==> src/rtl/dp_seq_scheduler_pkg.sv <==
// Shared constants for the DP job sequencer: default array geometry,
// drain length and the 3-bit scheduler state encoding.
package dp_seq_scheduler_pkg;

  localparam int DEF_BP_WIDTH     = 2;
  localparam int DEF_N            = 32;
  localparam int DEF_LOG_N        = 5;
  localparam int DEF_T_LEN_W      = 12;
  localparam int DEF_DRAIN_CYCLES = DEF_N;

  typedef enum logic [2:0] {
    SCH_IDLE     = 3'd0,
    SCH_LOAD_S   = 3'd1,
    SCH_STREAM_T = 3'd2,
    SCH_DRAIN    = 3'd3,
    SCH_ACK      = 3'd4,
    SCH_SWAP     = 3'd5
  } sch_state_t;

endpackage

==> src/rtl/dp_seq_scheduler_beat_counter.sv <==
// Load/enable counter with terminal-count flag; tc compares the value being
// registered this cycle, so it flags the beat that reaches term. DOWN saturates at 0.
module dp_seq_scheduler_beat_counter #(
  parameter int W    = 4,
  parameter bit DOWN = 1'b0
) (
  input  logic         clk,
  input  logic         reset_i,
  input  logic         clr,
  input  logic         load,
  input  logic [W-1:0] load_val,
  input  logic         en,
  input  logic [W-1:0] term,
  output logic         tc
);

  localparam logic [W-1:0] ONE = W'(1);

  logic [W-1:0] cnt_q;
  logic [W-1:0] cnt_nxt;

  always_comb begin
    cnt_nxt = cnt_q;
    if (clr) begin
      cnt_nxt = '0;
    end else if (load) begin
      cnt_nxt = load_val;
    end else if (en) begin
      if (DOWN) begin
        if (cnt_q != '0) cnt_nxt = cnt_q - ONE;
      end else begin
        if (cnt_q != '1) cnt_nxt = cnt_q + ONE;
      end
    end
  end

  always_ff @(posedge clk or negedge reset_i) begin
    if (!reset_i) cnt_q <= '0;
    else          cnt_q <= cnt_nxt;
  end

  assign tc = (cnt_nxt == term);

endmodule

==> src/rtl/dp_seq_scheduler.sv <==
// Sequences one alignment job into the DP array: load S, stream T, drain, ack, swap.
// Strobes/data lag a stream beat by 1 cycle; t_ready drops combinationally with dp_busy.
module dp_seq_scheduler
  import dp_seq_scheduler_pkg::*;
#(
  parameter int BP_WIDTH     = DEF_BP_WIDTH,
  parameter int N            = DEF_N,
  parameter int LOG_N        = DEF_LOG_N,
  parameter int T_LEN_W      = DEF_T_LEN_W,
  parameter int DRAIN_CYCLES = N
) (
  input  logic                clk,
  input  logic                reset_i,
  input  logic                abort,
  input  logic                job_valid,
  output logic                job_ready,
  input  logic [LOG_N:0]      s_len,
  input  logic [T_LEN_W-1:0]  t_len,
  input  logic [BP_WIDTH-1:0] s_data,
  input  logic                s_valid,
  output logic                s_ready,
  input  logic [BP_WIDTH-1:0] t_data,
  input  logic                t_valid,
  output logic                t_ready,
  output logic [BP_WIDTH-1:0] dp_S,
  output logic                dp_s_update,
  output logic [BP_WIDTH-1:0] dp_T,
  output logic                dp_valid,
  output logic [LOG_N-1:0]    dp_PE_end,
  output logic                dp_new_seq,
  output logic                dp_ack,
  input  logic                dp_busy,
  input  logic                tb_busy,
  output logic                job_done,
  output logic                job_err,
  output logic [15:0]         job_cnt
);

  localparam int DRAIN_W = (DRAIN_CYCLES < 1) ? 1 : $clog2(DRAIN_CYCLES + 1);
  localparam logic [LOG_N:0] S_MAX = (LOG_N+1)'(N);
  localparam logic [LOG_N:0] S_ONE = (LOG_N+1)'(1);

  sch_state_t           state_q;
  sch_state_t           state_nxt;
  logic [LOG_N:0]       s_len_q;
  logic [T_LEN_W-1:0]   t_len_q;
  logic job_hs, job_bad, s_beat, t_beat, s_last, t_last;
  logic drain_tc, drain_exit, swap_fire, in_idle;

  assign in_idle    = (state_q == SCH_IDLE);
  assign job_hs     = job_valid & job_ready;
  assign job_bad    = (s_len == '0) | (s_len > S_MAX) | (t_len == '0);
  assign s_beat     = s_valid & s_ready;
  assign t_beat     = t_valid & t_ready;
  assign drain_exit = (state_q == SCH_DRAIN) & drain_tc & ~dp_busy & ~abort;
  // tb_busy is sampled here, so dp_new_seq (registered) only follows an idle traceback
  assign swap_fire  = (state_q == SCH_SWAP) & ~tb_busy & ~abort;

  dp_seq_scheduler_beat_counter #(.W(LOG_N+1), .DOWN(1'b0)) u_s_cnt (
    .clk(clk), .reset_i(reset_i), .clr(abort | in_idle), .load(1'b0), .load_val('0),
    .en(s_beat), .term(s_len_q), .tc(s_last)
  );

  dp_seq_scheduler_beat_counter #(.W(T_LEN_W), .DOWN(1'b0)) u_t_cnt (
    .clk(clk), .reset_i(reset_i), .clr(abort | in_idle), .load(1'b0), .load_val('0),
    .en(t_beat), .term(t_len_q), .tc(t_last)
  );

  dp_seq_scheduler_beat_counter #(.W(DRAIN_W), .DOWN(1'b1)) u_drain_cnt (
    .clk(clk), .reset_i(reset_i), .clr(abort), .load(t_beat & t_last),
    .load_val(DRAIN_W'(DRAIN_CYCLES)), .en(state_q == SCH_DRAIN), .term('0), .tc(drain_tc)
  );

  always_ff @(posedge clk or negedge reset_i) begin
    if (!reset_i) state_q <= SCH_IDLE;
    else          state_q <= state_nxt;
  end

  always_comb begin
    state_nxt = state_q;
    if (abort) begin
      state_nxt = SCH_IDLE;
    end else begin
      case (state_q)
        SCH_IDLE:     if (job_hs && !job_bad)   state_nxt = SCH_LOAD_S;
        SCH_LOAD_S:   if (s_beat && s_last)     state_nxt = SCH_STREAM_T;
        SCH_STREAM_T: if (t_beat && t_last)     state_nxt = SCH_DRAIN;
        SCH_DRAIN:    if (drain_exit)           state_nxt = SCH_ACK;
        SCH_ACK:                                state_nxt = SCH_SWAP;
        SCH_SWAP:     if (swap_fire)            state_nxt = SCH_IDLE;
        default:                                state_nxt = SCH_IDLE;
      endcase
    end
  end

  // Readies also drop on abort so a beat is never accepted and then discarded
  always_comb begin
    job_ready = 1'b0;
    s_ready   = 1'b0;
    t_ready   = 1'b0;
    case (state_q)
      SCH_IDLE:     job_ready = ~abort;
      SCH_LOAD_S:   s_ready   = ~abort;
      SCH_STREAM_T: t_ready   = ~abort & ~dp_busy;
      default: ;
    endcase
  end

  always_ff @(posedge clk or negedge reset_i) begin
    if (!reset_i) begin
      dp_S        <= '0;
      dp_T        <= '0;
      dp_s_update <= 1'b0;
      dp_valid    <= 1'b0;
      dp_ack      <= 1'b0;
      dp_new_seq  <= 1'b0;
      dp_PE_end   <= '0;
      job_done    <= 1'b0;
      job_err     <= 1'b0;
      job_cnt     <= '0;
      s_len_q     <= '0;
      t_len_q     <= '0;
    end else begin
      dp_s_update <= s_beat;
      dp_valid    <= t_beat;
      dp_ack      <= drain_exit;
      dp_new_seq  <= swap_fire;
      job_done    <= swap_fire;
      job_err     <= job_hs & job_bad;
      if (s_beat)    dp_S    <= s_data;
      if (t_beat)    dp_T    <= t_data;
      if (swap_fire) job_cnt <= job_cnt + 16'd1;
      if (job_hs && !job_bad) begin
        s_len_q   <= s_len;
        t_len_q   <= t_len;
        dp_PE_end <= LOG_N'(s_len - S_ONE);
      end
    end
  end

endmodule

==> config.mk <==
export PLATFORM = sky130hd
export DESIGN_NAME = dp_seq_scheduler
export DESIGN_NICKNAME = d
export VERILOG_FILES = /design/src/rtl/dp_seq_scheduler_pkg.sv /design/src/rtl/dp_seq_scheduler_beat_counter.sv /design/src/rtl/dp_seq_scheduler.sv
export SDC_FILE = /design/constraint.sdc
export NUM_CORES = 1
export LEC_CHECK = 0
export ABC_CLOCK_PERIOD_IN_PS = 3400
export BUFFER_PORTS_ARGS = -buffer_cell sky130_fd_sc_hd__buf_4
export CAP_MARGIN = 0
export CORE_ASPECT_RATIO = 0.5
export CORE_MARGIN = 3
export CORE_UTILIZATION = 40
export DETAILED_ROUTE_END_ITERATION = 16
export MAX_ROUTING_LAYER = met4
export SETUP_SLACK_MARGIN = 0.5
export SKIP_LAST_GASP = 1
export SYNTH_ARGS = -nofsm -noshare
export SYNTH_HDL_FRONTEND = slang
export SYNTH_SLANG_ARGS = --single-unit
==> constraint.sdc <==
create_clock -name clk -period 3.4 [get_ports clk]
set_input_delay 0.17 -clock clk [delete_from_list [all_inputs] [get_ports clk]]
set_output_delay 0.17 -clock clk [all_outputs]
set_load 0.005 [all_outputs]
Word level (Yosys, flattened, before mapping)
Index checks and enable logic that the tools add are counted.
- add/sub/neg operators: 5
- $lt $le $gt $ge: 1
- equality and inequality tests: 14
- muxes and demuxes: 20
- bitwise logic cells: 17
- reductions and logical operators: 10
- operators by type and width (cell ; count):
    2-to-1 mux 6 bit ; 7
    2-to-1 mux 12 bit ; 3
    2-to-1 mux 3 bit ; 6
    case mux 3 bit (6 select lines) ; 1
    adder 16 x 1 -> 16 bit, second input constant ; 1
    adder 12 x 1 -> 12 bit, second input constant ; 1
    == test 12 bit ; 1
    zero test 12 bit ; 1
    zero test 6 bit ; 2
    != test 12 bit, second input constant ; 1
    != test 3 bit, second input constant ; 4
    AND 1 bit ; 11
    adder 6 x 1 -> 6 bit, second input constant ; 1
    == test 3 x 2 -> 1 bit, second input constant ; 2
    == test 3 bit, second input constant ; 2
    == test 6 bit ; 1
    greater-than comparator 6 bit, second input constant ; 1
    != test 6 bit, second input constant ; 1
    nonzero test 6 bit ; 1
    subtractor 6 x 1 -> 6 bit, second input constant ; 1
    AND reduction 5 bit ; 1
    subtractor 5 x 1 -> 5 bit, second input constant ; 1
    == test 3 x 1 -> 1 bit, second input constant ; 1
    logical AND 1 bit ; 3
    other kinds (6) ; 12
- flip-flop bits (word level): 75
- bits of input ports: 30
- output and inout bits: 34
- word-level logic and storage cells: 82

Longest topological paths before layout
Gate-level depths: netlist of run 1.
- depth after elaboration: 17
- gate-level depth with buffers: 12
- gate-level depth less buffers: 10

Modules after synthesis
Synthesis of run 1 repeated with hierarchy kept, for this count alone.
- cell total of the unflattened synthesis: 477
- area total of the unflattened synthesis: 4822.1 µm²
- by module, submodules not included (module ; instances ; cells an instance ; area an instance (µm²) ; seq. area each (µm²)):
    dp_seq_scheduler ; 1 ; 190 ; 2406.1 ; 1276.2
    dp_seq_scheduler_beat_counter (u_t_cnt) ; 1 ; 146 ; 1226.2 ; 300.3
    dp_seq_scheduler_beat_counter (u_s_cnt) ; 1 ; 79 ; 629.4 ; 150.1
    dp_seq_scheduler_beat_counter (u_drain_cnt) ; 1 ; 62 ; 560.5 ; 150.1

Least setup slack after synthesis of run 1
No wires, ideal clock.
- path type: flip-flop to flip-flop
- start: reg u_t_cnt.cnt_q[1]
- end: reg state_q[0]
- library setup time: 126 ps
- data arrival time: 2603 ps
- data required time: 3274 ps
- path slack: 671 ps
- cell stages (with the launch flop): 12
- path buffers: 1
- period minus slack after synthesis: 2729 ps
- path through: dfrtp_1 -> ha_1 -> and3_1 -> buf_2 -> and3_4 -> o21ai_2 -> mux2_4 -> a2111oi_4 -> o2111ai_2 -> nor3_4 -> o21ai_2 -> a221o_1
- word-level cells in the longest chain between the ends: 14
- elaborated cells between the ends (all ways): 17
- classes of those cells: add/sub: 1; eq/ne: 4; mux: 5; bitwise: 4; reduce/logical: 3
- RTL lines (element ; line ; RTL):
    start, declared ; dp_seq_scheduler_beat_counter.sv:19 ; logic [W-1:0] cnt_q;
    start signal, assigned ; dp_seq_scheduler_beat_counter.sv:39 ; else cnt_q <= cnt_nxt;
    adder 12 x 1 -> 12 bit or != test 12 bit (tied branches) ; dp_seq_scheduler_beat_counter.sv:32 ; if (cnt_q != '1) cnt_nxt = cnt_q + ONE;
    2-to-1 mux 12 bit ; dp_seq_scheduler_beat_counter.sv:32 ;
    2-to-1 mux 12 bit (*) ; dp_seq_scheduler_beat_counter.sv:28 ; end else if (en) begin
    2-to-1 mux 12 bit (*) ; dp_seq_scheduler_beat_counter.sv:24 ; if (clr) begin
    == test 12 bit (*) ; dp_seq_scheduler_beat_counter.sv:42 ; assign tc = (cnt_nxt == term);
    AND 1 bit ; dp_seq_scheduler.sv:70 ; .clk(clk), .reset_i(reset_i), .clr(abort), .load(t_beat & t_last),
    2-to-1 mux 6 bit ; dp_seq_scheduler_beat_counter.sv:26 ; end else if (load) begin
    2-to-1 mux 6 bit ; dp_seq_scheduler_beat_counter.sv:24 ;
    zero test 6 bit ; dp_seq_scheduler_beat_counter.sv:42 ;
    AND 1 bit (3 in series) ; dp_seq_scheduler.sv:55 ; assign drain_exit = (state_q == SCH_DRAIN) & drain_tc & ~dp_busy & ~abort;
    != test 3 bit (no line) ; n/a ;
    AND reduction 5 bit (no line) (*) ; n/a ;
    end signal, assigned ; dp_seq_scheduler.sv:76 ; else state_q <= state_nxt;
    end, declared ; dp_seq_scheduler.sv:43 ; sch_state_t state_q;
Mark *: on every way between the ends. The rest lies on a longest branch, timed or not.
A chain may end at the register's enable or synchronous reset.

Final worst setup path of run 1
Ends and elaborated chain as after synthesis.

==> results by group, run 1 <==
Power
  – Power, Total: 3.082 mW
  – Peak supply drop: 0.2667 mV
  – PwrDens: 557.2 mW/mm²
  – Lkg Pwr: 2.410 nW

CTS
  – Bufs on Longest Clock Path: 2
  – Cts bufs inserted: 9
  – Hold-fix buffers, CTS: 0
  – # H-tree levels: 3
  – Clk root buf: clkbuf_16
  – TritonCTS Sinks: 75
  – Clock-pin slew on the worst setup and hold paths: 0.06 ns
  – CTS tree: done
  – Latest clock arrival within the worst-skew pair: 0.33 ns

Floorplanning
  – I/O pin cnt: 64
  – Starting Density: 42.04%
  – DIE HEIGHT: 80.08 µm
  – Die footprint: 0.01235 mm²
  – Core area: 0.01044 mm²
  – Chip width: 154.2 µm
  – # rows: 26

Placed design
  – Placed inst area: 0.004962 mm²
  – DP Cell Count: 624
  – Routability cong.: 0.9384
  – Post-DP HPWL: 7.244 mm
  – Port-buffer cells: 63

Timing
  – Worst-Margin Slew: 0.9379 ns
  – Max-slew violations: 0
  – Clock skew: 0.004533 ns
  – Max-slew headroom: 37.47%
  – Setup TNS: 0 ns
  – Post-route clock period utilization: 83.29%
  – Final setup viols: 0
  – Min cycle time layout: 2.832 ns
  – Final Hold Slack: -0.02085 ns
  – Final number of hold-violating endpoints: 26
  – Max Clock Freq: 353.1 MHz
  – RSZ-0062 raised after global routing: yes

GRT
  – Number of global-route vias before repair: 3350
  – First-pass GRT wire length: 17.06 mm
  – GR Overflow Total: 0
  – GRT busiest layer: met2
  – M1 GR Usage: 24.59%
  – Met2 Resource Use GR: 24.87%
  – Total GRT Usage: 17.67%
  – GR Util met3: 4.736%
  – Antenna violations before repair: 0
  – Largest net degree at the start of global routing: 76

Critical path
  – Worst setup path end: state_q[0]$_DFFE_PN0P_
  – Crit path launch: u_t_cnt.cnt_q[1]$_DFF_PN0_
  – CP Cell Sequence: ha_4, and3_4, and3_4, o21ai_2, mux2_4, a2111oi_4, o2111ai_2, nor3_4, o21ai_2, a221o_1
  – Cell count of the worst reg-to-reg path: 10
  – Critical path depth: 10
  – CP top delay family: compound AO/OA/AOI/OAI gates
  – CP Class: reg2reg
  – Crit path DAT: 3.05 ns
  – CP max-delay cell: dfrtp_1
  – CP endpoint kind: flip-flop
  – Worst R2R End: state_q[0]$_DFFE_PN0P_
  – Max stage delay on crit path: 0.42 ns
  – Critical Path RT: 3.62 ns
  – Largest fanout on the critical path: 7
  – Worst setup SP type: flip-flop
  – RR Startpoint: u_t_cnt.cnt_q[1]$_DFF_PN0_
  – WP buf/inv: 0
  – Worst reg2reg setup slack: 0.57 ns

Final layout
  – Finished Layout Cells: 653
  – Layout area overhead: 25.96%
  – Fin util: 52.96%
  – Diodes inserted: 0
  – Final Cell Area: 0.005530 mm²
  – Share of layout cells above drive strength 1: 33.92%
  – Nets: 545
  – Fillers: 926

Routing
  – Initial drt markers: 158
  – Routed vias: 3537
  – Post-DRT Antenna Nets: 0
  – Wirelength, routed: 10.51 mm
  – Drt wl/cell: 16.09 µm
  – DR vias/cell: 5.417
  – Remaining routing DRC violations: 0
  – First-pass detailed-route iteration total: 4

Logic synthesis
  – Syn avg cell area: 10.07 µm²
  – Library cells used by synthesis: 78
  – Asr flop ratio synth: 100.0%
  – #FFs+latches synth: 75
  – Syn Inst Count: 436
  – Post-synth EDFFs: 0
  – Post-Syn Area: 0.004390 mm²
  – Mapped Nets: 473
  – Most common flop cell mapped by yosys: dfrtp_1
  – Synthesis warning total: 0
  – Seq/Total Area, Yosys: 42.75%

Run
  – MaxCap Viol Count: 0

Hold path
  – Hold WC Path Type: in2async

Status
  – Outcome: complete, but fails checks
  – Failing checks: hold timing
[cell usage after synthesis (all sizes together) (2+ instances only)]
master / n / share of area [%]
a2111oi: 2 / 0.97
a211oi: 2 / 0.57
a21oi: 16 / 1.8
a31oi: 6 / 0.86
a41oi: 2 / 0.40
and2: 6 / 0.88
and3: 9 / 1.4
and4: 4 / 0.86
and4b: 2 / 0.46
and4bb: 2 / 0.57
buf: 17 / 2.5
clkbuf: 5 / 0.46
dfrtp: 75 / 43
ha: 7 / 2.0
inv: 12 / 1.0
mux2: 21 / 5.6
mux2i: 11 / 2.5
nand2: 41 / 3.6
nand2b: 2 / 0.28
nand3: 15 / 1.9
nand3b: 3 / 0.51
nand4: 11 / 1.9
nand4b: 2 / 0.40
nor2: 41 / 3.6
nor2b: 3 / 0.43
nor3: 22 / 3.2
nor3b: 3 / 0.51
nor4: 10 / 1.8
nor4b: 6 / 1.7
o2111ai: 4 / 1.1
o211ai: 2 / 0.34
o21ai: 18 / 2.2
o22ai: 3 / 0.43
o31a: 2 / 0.43
or2: 3 / 0.48
or4: 2 / 0.34
xnor2: 19 / 4.0
xor2: 13 / 2.6
[where the power goes]
group	leakage (nW)	switching, mW	internal (mW)
combinational	1.25	0.351	0.404
clock	0.166	0.391	0.722
sequential	0.990	0.157	1.06
[placed cells by master, fill, tap and decap left out, types with 3 or more instances in the layout]
cell,count
a21oi_1,15
a31oi_1,6
and2_1,5
and3_1,6
buf_4,80
buf_6,3
bufinv_16,3
clkbuf_16,9
dfrtp_1,70
dfrtp_2,5
ha_1,6
inv_1,11
mux2_2,19
mux2i_1,10
nand2_1,40
nand3_1,11
nand3_2,3
nand3b_1,3
nand4_1,10
nor2_1,37
nor2_2,4
nor2b_1,3
nor3_1,17
nor3_2,3
nor3b_1,3
nor4_1,7
nor4b_1,4
o2111ai_2,3
o21ai_0,15
o21ai_2,3
o22ai_1,3
xnor2_1,17
xor2_1,13
[state kept, by name, indices dropped and copies added, names as in the netlist]
register / flops
dp_valid: 1
t_len_q: 12
dp_s_update: 1
u_drain_cnt.cnt_q: 6
u_s_cnt.cnt_q: 6
job_cnt: 16
dp_S: 2
job_err: 1
u_t_cnt.cnt_q: 12
dp_PE_end: 5
dp_ack: 1
job_done: 1
dp_T: 2
s_len_q: 6
state_q: 3
[worst min path at each step]
stage          depth (start not counted)       from  slack (ns)                       end
2_1_floorplan                          0    reset_i       -0.13  dp_PE_end[0]$_DFFE_PN0P_
5_1_grt                                3  t_data[1]        0.03       dp_T[1]$_DFFE_PN0N_
3_5_place_dp                           3  t_data[0]        0.37       dp_T[0]$_DFFE_PN0N_
3_3_place_gp                           3  t_data[0]        0.36       dp_T[0]$_DFFE_PN0N_
6_report                               1    reset_i       -0.02    t_len_q[8]$_DFFE_PN0P_
4_1_cts                                3  t_data[1]        0.01       dp_T[1]$_DFFE_PN0N_
[worst register-to-register path, delay by kind of cell, from the launching register on]
family / cells / cell delay, ns
AO/OA/AOI/OAI: 5 / 1.10
AND/OR/NAND/NOR: 3 / 0.67
flip-flops: 1 / 0.42
multiplexers: 1 / 0.32
adder cells (fa/ha/maj): 1 / 0.20
[cells by family after synthesis]
group	Yosys count	share of synthesized area [%]
flip-flops	75	42.75
AO/OA/AOI/OAI	67	11.17
adder cells (fa/ha/maj)	7	1.995
buffers and inverters	34	3.961
multiplexers	32	8.065
XOR/XNOR	33	7.096
AND/OR/NAND/NOR	188	24.96
[per-stage QoR]
| step | hold WS (ns) | setup slack [ns] |
|---|---|---|
| 2_1_floorplan | -0.1256 | 0.6714 |
| 3_3_place_gp | 0.3637 | 0.4301 |
| 3_5_place_dp | 0.3680 | 0.3494 |
| 4_1_cts | 0.01435 | 0.5022 |
| 5_1_grt | 0.03313 | 0.4698 |
| 6_report | -0.02085 | 0.5683 |
[final cells by class]
| class | count | area, µm² | area share, % |
|---|---|---|---|
| well taps | 140 | 175.2 | 3.167 |
| multi-input cells | 327 | 2444 | 44.19 |
| flip-flops and latches | 75 | 1883 | 34.05 |
| clock buffers | 9 | 225.2 | 4.072 |
| inverters | 12 | 45.04 | 0.8145 |
| repair buffers | 83 | 634.4 | 11.47 |
| clock inverters | 7 | 123.9 | 2.240 |
[layer usage]
layer / vias to the layer above / share of wire [%]
li1: 1736 / -
met1: 1693 / 48
met3: 20 / 4.4
met5: - / 0
met2: 88 / 45
met4: 0 / 2.4
[timing repair]
action,4_1_cts,5_1_grt
setup buffers,5,8
pin swaps,3,14
cloned,0,0
gates resized for setup,9,22
endpoints found under the setup margin,2,8
(Power assumes the default switching activity.)
==> inputs of run 2 (changes only) <==
Settings changed: ABC_AREA from default to 1, ABC_CLOCK_PERIOD_IN_PS 3400 to 2500.
Clock period 3.4 ns to 2.5 ns, I/O delays scaled along.
==> results by group, run 2 <==
Timing
  – Setup TNS: -0.002282 ns (-0.002282 ns)
  – Final number of hold-violating endpoints: 0 (-100%)
  – Final Hold Slack: 0.01128 ns (+0.03213 ns)
  – Final setup viols: 1 (+1)
  – RSZ-0062 raised after global routing: yes
  – Max-slew headroom: 60.79% (+23 points)
  – Max-slew violations: 0 (unchanged)
  – Max Clock Freq: 399.6 MHz (+13%)
  – Final WS setup: -0.002282 ns (-0.5706 ns)
  – Clock skew: 0.008575 ns (+0.004042 ns)
  – Min cycle time layout: 2.502 ns (-0.3294 ns)
  – Post-route clock period utilization: 100.1% (+17 points)
  – Worst-Margin Slew: 0.5827 ns (-0.3552 ns)

Critical path
  – Worst setup path end: state_q[1]$_DFFE_PN0P_
  – Worst R2R End: state_q[1]$_DFFE_PN0P_
  – Worst reg2reg setup slack: -0.002 ns (-0.57 ns)
  – Crit path launch: u_t_cnt.cnt_q[0]$_DFF_PN0_
  – Crit path DAT: 2.72 ns (-0.33 ns)
  – Largest fanout on the critical path: 5 (-2)
  – CP Class: reg2reg
  – Cell count of the worst reg-to-reg path: 22 (+12)
  – RR Startpoint: u_t_cnt.cnt_q[0]$_DFF_PN0_
  – CP endpoint kind: flip-flop
  – Worst setup SP type: flip-flop
  – Critical Path RT: 2.72 ns (-0.90 ns)

Logic synthesis
  – Synth area leaders: dfrtp_1, nand2_1, inv_1
  – Syn Inst Count: 554 (+27%)
  – Xor and xnor area share after synthesis: 5.383% (-1.7 points)
  – #FFs+latches synth: 75 (unchanged)
  – Synth cell count leaders: nand2_1, inv_1, dfrtp_1, nand3_1, nor2_1
  – Share of synthesized cell area in full adder, half adder and majority cells: 2.070% (+0.076 points)
  – Most frequent cell after synthesis: nand2_1
  – Post-Syn Area: 0.004230 mm² (-3.6%)
  – Top cell type by total area after synthesis: dfrtp_1
  – Syn avg cell area: 7.636 µm² (-24%)
  – Most common flop cell mapped by yosys: dfrtp_1
  – Mapped Nets: 591 (+25%)
  – Asr flop ratio synth: 100.0% (unchanged)
  – Seq/Total Area, Yosys: 44.37% (+1.6 points)
  – Largest family of logic cells by synthesized area: simple AND/OR/NAND/NOR gates
  – Post-synthesis mux area share: 0.2662% (-7.8 points)
  – Synthesis warning total: 0 (unchanged)
  – Post-synth EDFFs: 0 (unchanged)
  – Post-synth top area share: 44.37% (+1.6 points)
  – Post-Synth Simple-Gate Area: 31.82% (+6.9 points)
  – Library cells used by synthesis: 40 (-49%)
  – Synth Area in Compound Gates: 6.448% (-4.7 points)

Power
  – Peak supply drop: 0.3841 mV (+44%)
  – Clock network power share: 29.4% (-6.7 points)
  – Switch share: 33.59% (+4.4 points)
  – PwrDens: 721.2 mW/mm² (+29%)
  – Cell-internal power: 2.876 mW (+32%)
  – Sequential power share: 38.1% (-1.3 points)
  – Switch Pwr: 1.455 mW (+62%)
  – Lkg Pwr: 3.076 nW (+28%)
  – Logic gate share of total power: 32.5% (+8.0 points)

Final layout
  – Diodes inserted: 0 (unchanged)
  – Nets: 717 (+32%)
  – Layout area overhead: 41.97%
  – Total area of sequential cells: 0.001879 mm² (-0.20%)
  – Share of layout cells above drive strength 1: 33.28% (-0.63 points)
  – Most frequent cells in the layout: nand2_1, buf_4, inv_1
  – Most common cell after layout, fill and taps aside: nand2_1
  – Fillers: 845 (-8.7%)
  – Leading registers by flop count: job_cnt: 16 flops, t_len_q: 12 flops, u_t_cnt.cnt_q: 12 flops
  – Max reg flops: 16 (unchanged)
  – Area of the multi-input gates: 0.002285 mm² (-6.5%)
  – Top reg by flops: job_cnt

Routing
  – Remaining routing DRC violations: 0 (unchanged)
  – DR vias/cell: 4.751 (-12%)
  – First-pass detailed-route iteration total: 5 (+1)
  – Post-DRT Antenna Nets: 0 (unchanged)
  – Routed vias: 3896 (+10%)
  – Initial drt markers: 173 (+9.5%)
  – Drt wl/cell: 13.14 µm (-18%)
  – Wirelength, routed: 10.77 mm (+2.5%)

Hold path
  – Hold WC Path Type: in2reg
  – HP Start: t_len[3]

CTS
  – Clock-pin slew on the worst setup and hold paths: 0.06 ns (about the same)
  – Clk root buf: clkbuf_16
  – CTS tree: done
  – # H-tree levels: 3 (unchanged)
  – Bufs on Longest Clock Path: 2 (unchanged)
  – Latest clock arrival within the worst-skew pair: 0.33 ns (about the same)
  – Cts bufs inserted: 9 (unchanged)
  – TritonCTS Sinks: 75 (unchanged)

Floorplanning
  – # rows: 25 (-3.8%)
  – I/O pin cnt: 64 (unchanged)
  – DIE HEIGHT: 78.72 µm (-1.7%)
  – Die footprint: 0.01192 mm² (-3.4%)
  – Core area: 0.009853 mm² (-5.6%)
  – Chip width: 151.4 µm (-1.8%)
  – Starting Density: 42.93% (+0.89 points)

GRT
  – Total GRT Usage: 18.84% (+1.2 points)
  – Largest net degree at the start of global routing: 39 (-49%)
  – First-pass GRT wire length: 17.28 mm (+1.3%)
  – Antenna violations before repair: 0 (unchanged)
  – GR Overflow Total: 0 (unchanged)
  – Number of global-route vias before repair: 3652 (+9.0%)

Placed design
  – Port-buffer cells: 63 (unchanged)
  – Routability cong.: 0.9363 (-0.22%)
  – Post-DP HPWL: 7.609 mm (+5.0%)

Status
  – Outcome: complete, but fails checks
  – Failing checks: setup timing

Run
  – MaxCap Viol Count: 0 (unchanged)
-- run 2: timing repair --
item,CTS,global route
pin swaps,18,35
endpoints found under the hold margin,43,0
resized for setup,35,66
hold buffers,8,0
setup endpoints to repair,28,25
cloned,0,1
setup buffers,20,10
-- run 2: cells by family after synthesis --
family | after synthesis
adder cells (fa/ha/maj) | 7
AO/OA/AOI/OAI | 45
buffers and inverters | 101
flip-flops | 75
XOR/XNOR | 26
AND/OR/NAND/NOR | 299
multiplexers | 1
-- run 2: cell type report --
| class | count | share of cell area (%) |
|---|---|---|
| multi-input cells | 378 | 38.04 |
| flip-flops and latches | 75 | 31.29 |
| repair buffers | 123 | 16.94 |
| inverters | 92 | 5.896 |
| clock buffers | 9 | 3.750 |
| well taps | 135 | 2.813 |
| clock inverters | 7 | 1.146 |
| repair inverters | 1 | 0.1250 |
-- run 2: how the worst min path moves through the flow --
stage                     cells after the start                         end
after floorplan                               0    dp_PE_end[0]$_DFFE_PN0P_
after global placement                        1  u_s_cnt.cnt_q[4]$_DFF_PN0_
after detailed placement                      1  u_s_cnt.cnt_q[4]$_DFF_PN0_
after CTS                                     3      t_len_q[3]$_DFFE_PN0P_
after global routing                          3      s_len_q[5]$_DFFE_PN0P_
final                                         3      t_len_q[3]$_DFFE_PN0P_
-- run 2: worst max-delay path, stage by stage, from the launching register on --
cell and delay (ns):
dfrtp_1 0.40, ha_4 0.18, nand2_4 0.06, nor2_4 0.18, nand2_2 0.10, nor2_4 0.11, nor2_4 0.07, nand2_2 0.09
nand3_1 0.07, nand2_1 0.08, nand2_2 0.06, nor2_4 0.11, nand2_2 0.07, nor2_4 0.13, nand2_2 0.09, nand3_2 0.08
nand2_2 0.06, nor2_2 0.11, nand2_2 0.08, nand2_4 0.09, nand2_2 0.05, nand2_1 0.06, nand2_1 0.05
-- run 2: through the flow --
step	worst slack [ns]	total power, mW	instances	instance area [µm²]	util (%)
after floorplan	0.2728	2.335	554	4245	-
after global placement	-0.01316	2.773	765	4992	50.67
after detailed placement	-0.1327	2.789	765	4992	50.67
after CTS	0.005574	4.200	809	5669	57.54
after global routing	-0.3037	4.623	820	6006	60.95
final	-0.002282	4.331	820	6006	60.95
-- run 2: metal layers --
layer / track usage (%) / share of wire [%]
met1: 25.83 / 47
met2: 28.46 / 47
met3: 4.732 / 4.3
met4: 4.159 / 1.1
met5: - / 0
-- run 2: power groups by stage --
stage | combinational (mW) | clock [mW] | sequential [mW]
after floorplan | 0.696 | 0 | 1.64
after global placement | 1.12 | 0 | 1.66
after detailed placement | 1.13 | 0 | 1.66
after CTS | 1.25 | 1.30 | 1.65
after global routing | 1.57 | 1.37 | 1.68
final | 1.41 | 1.27 | 1.65
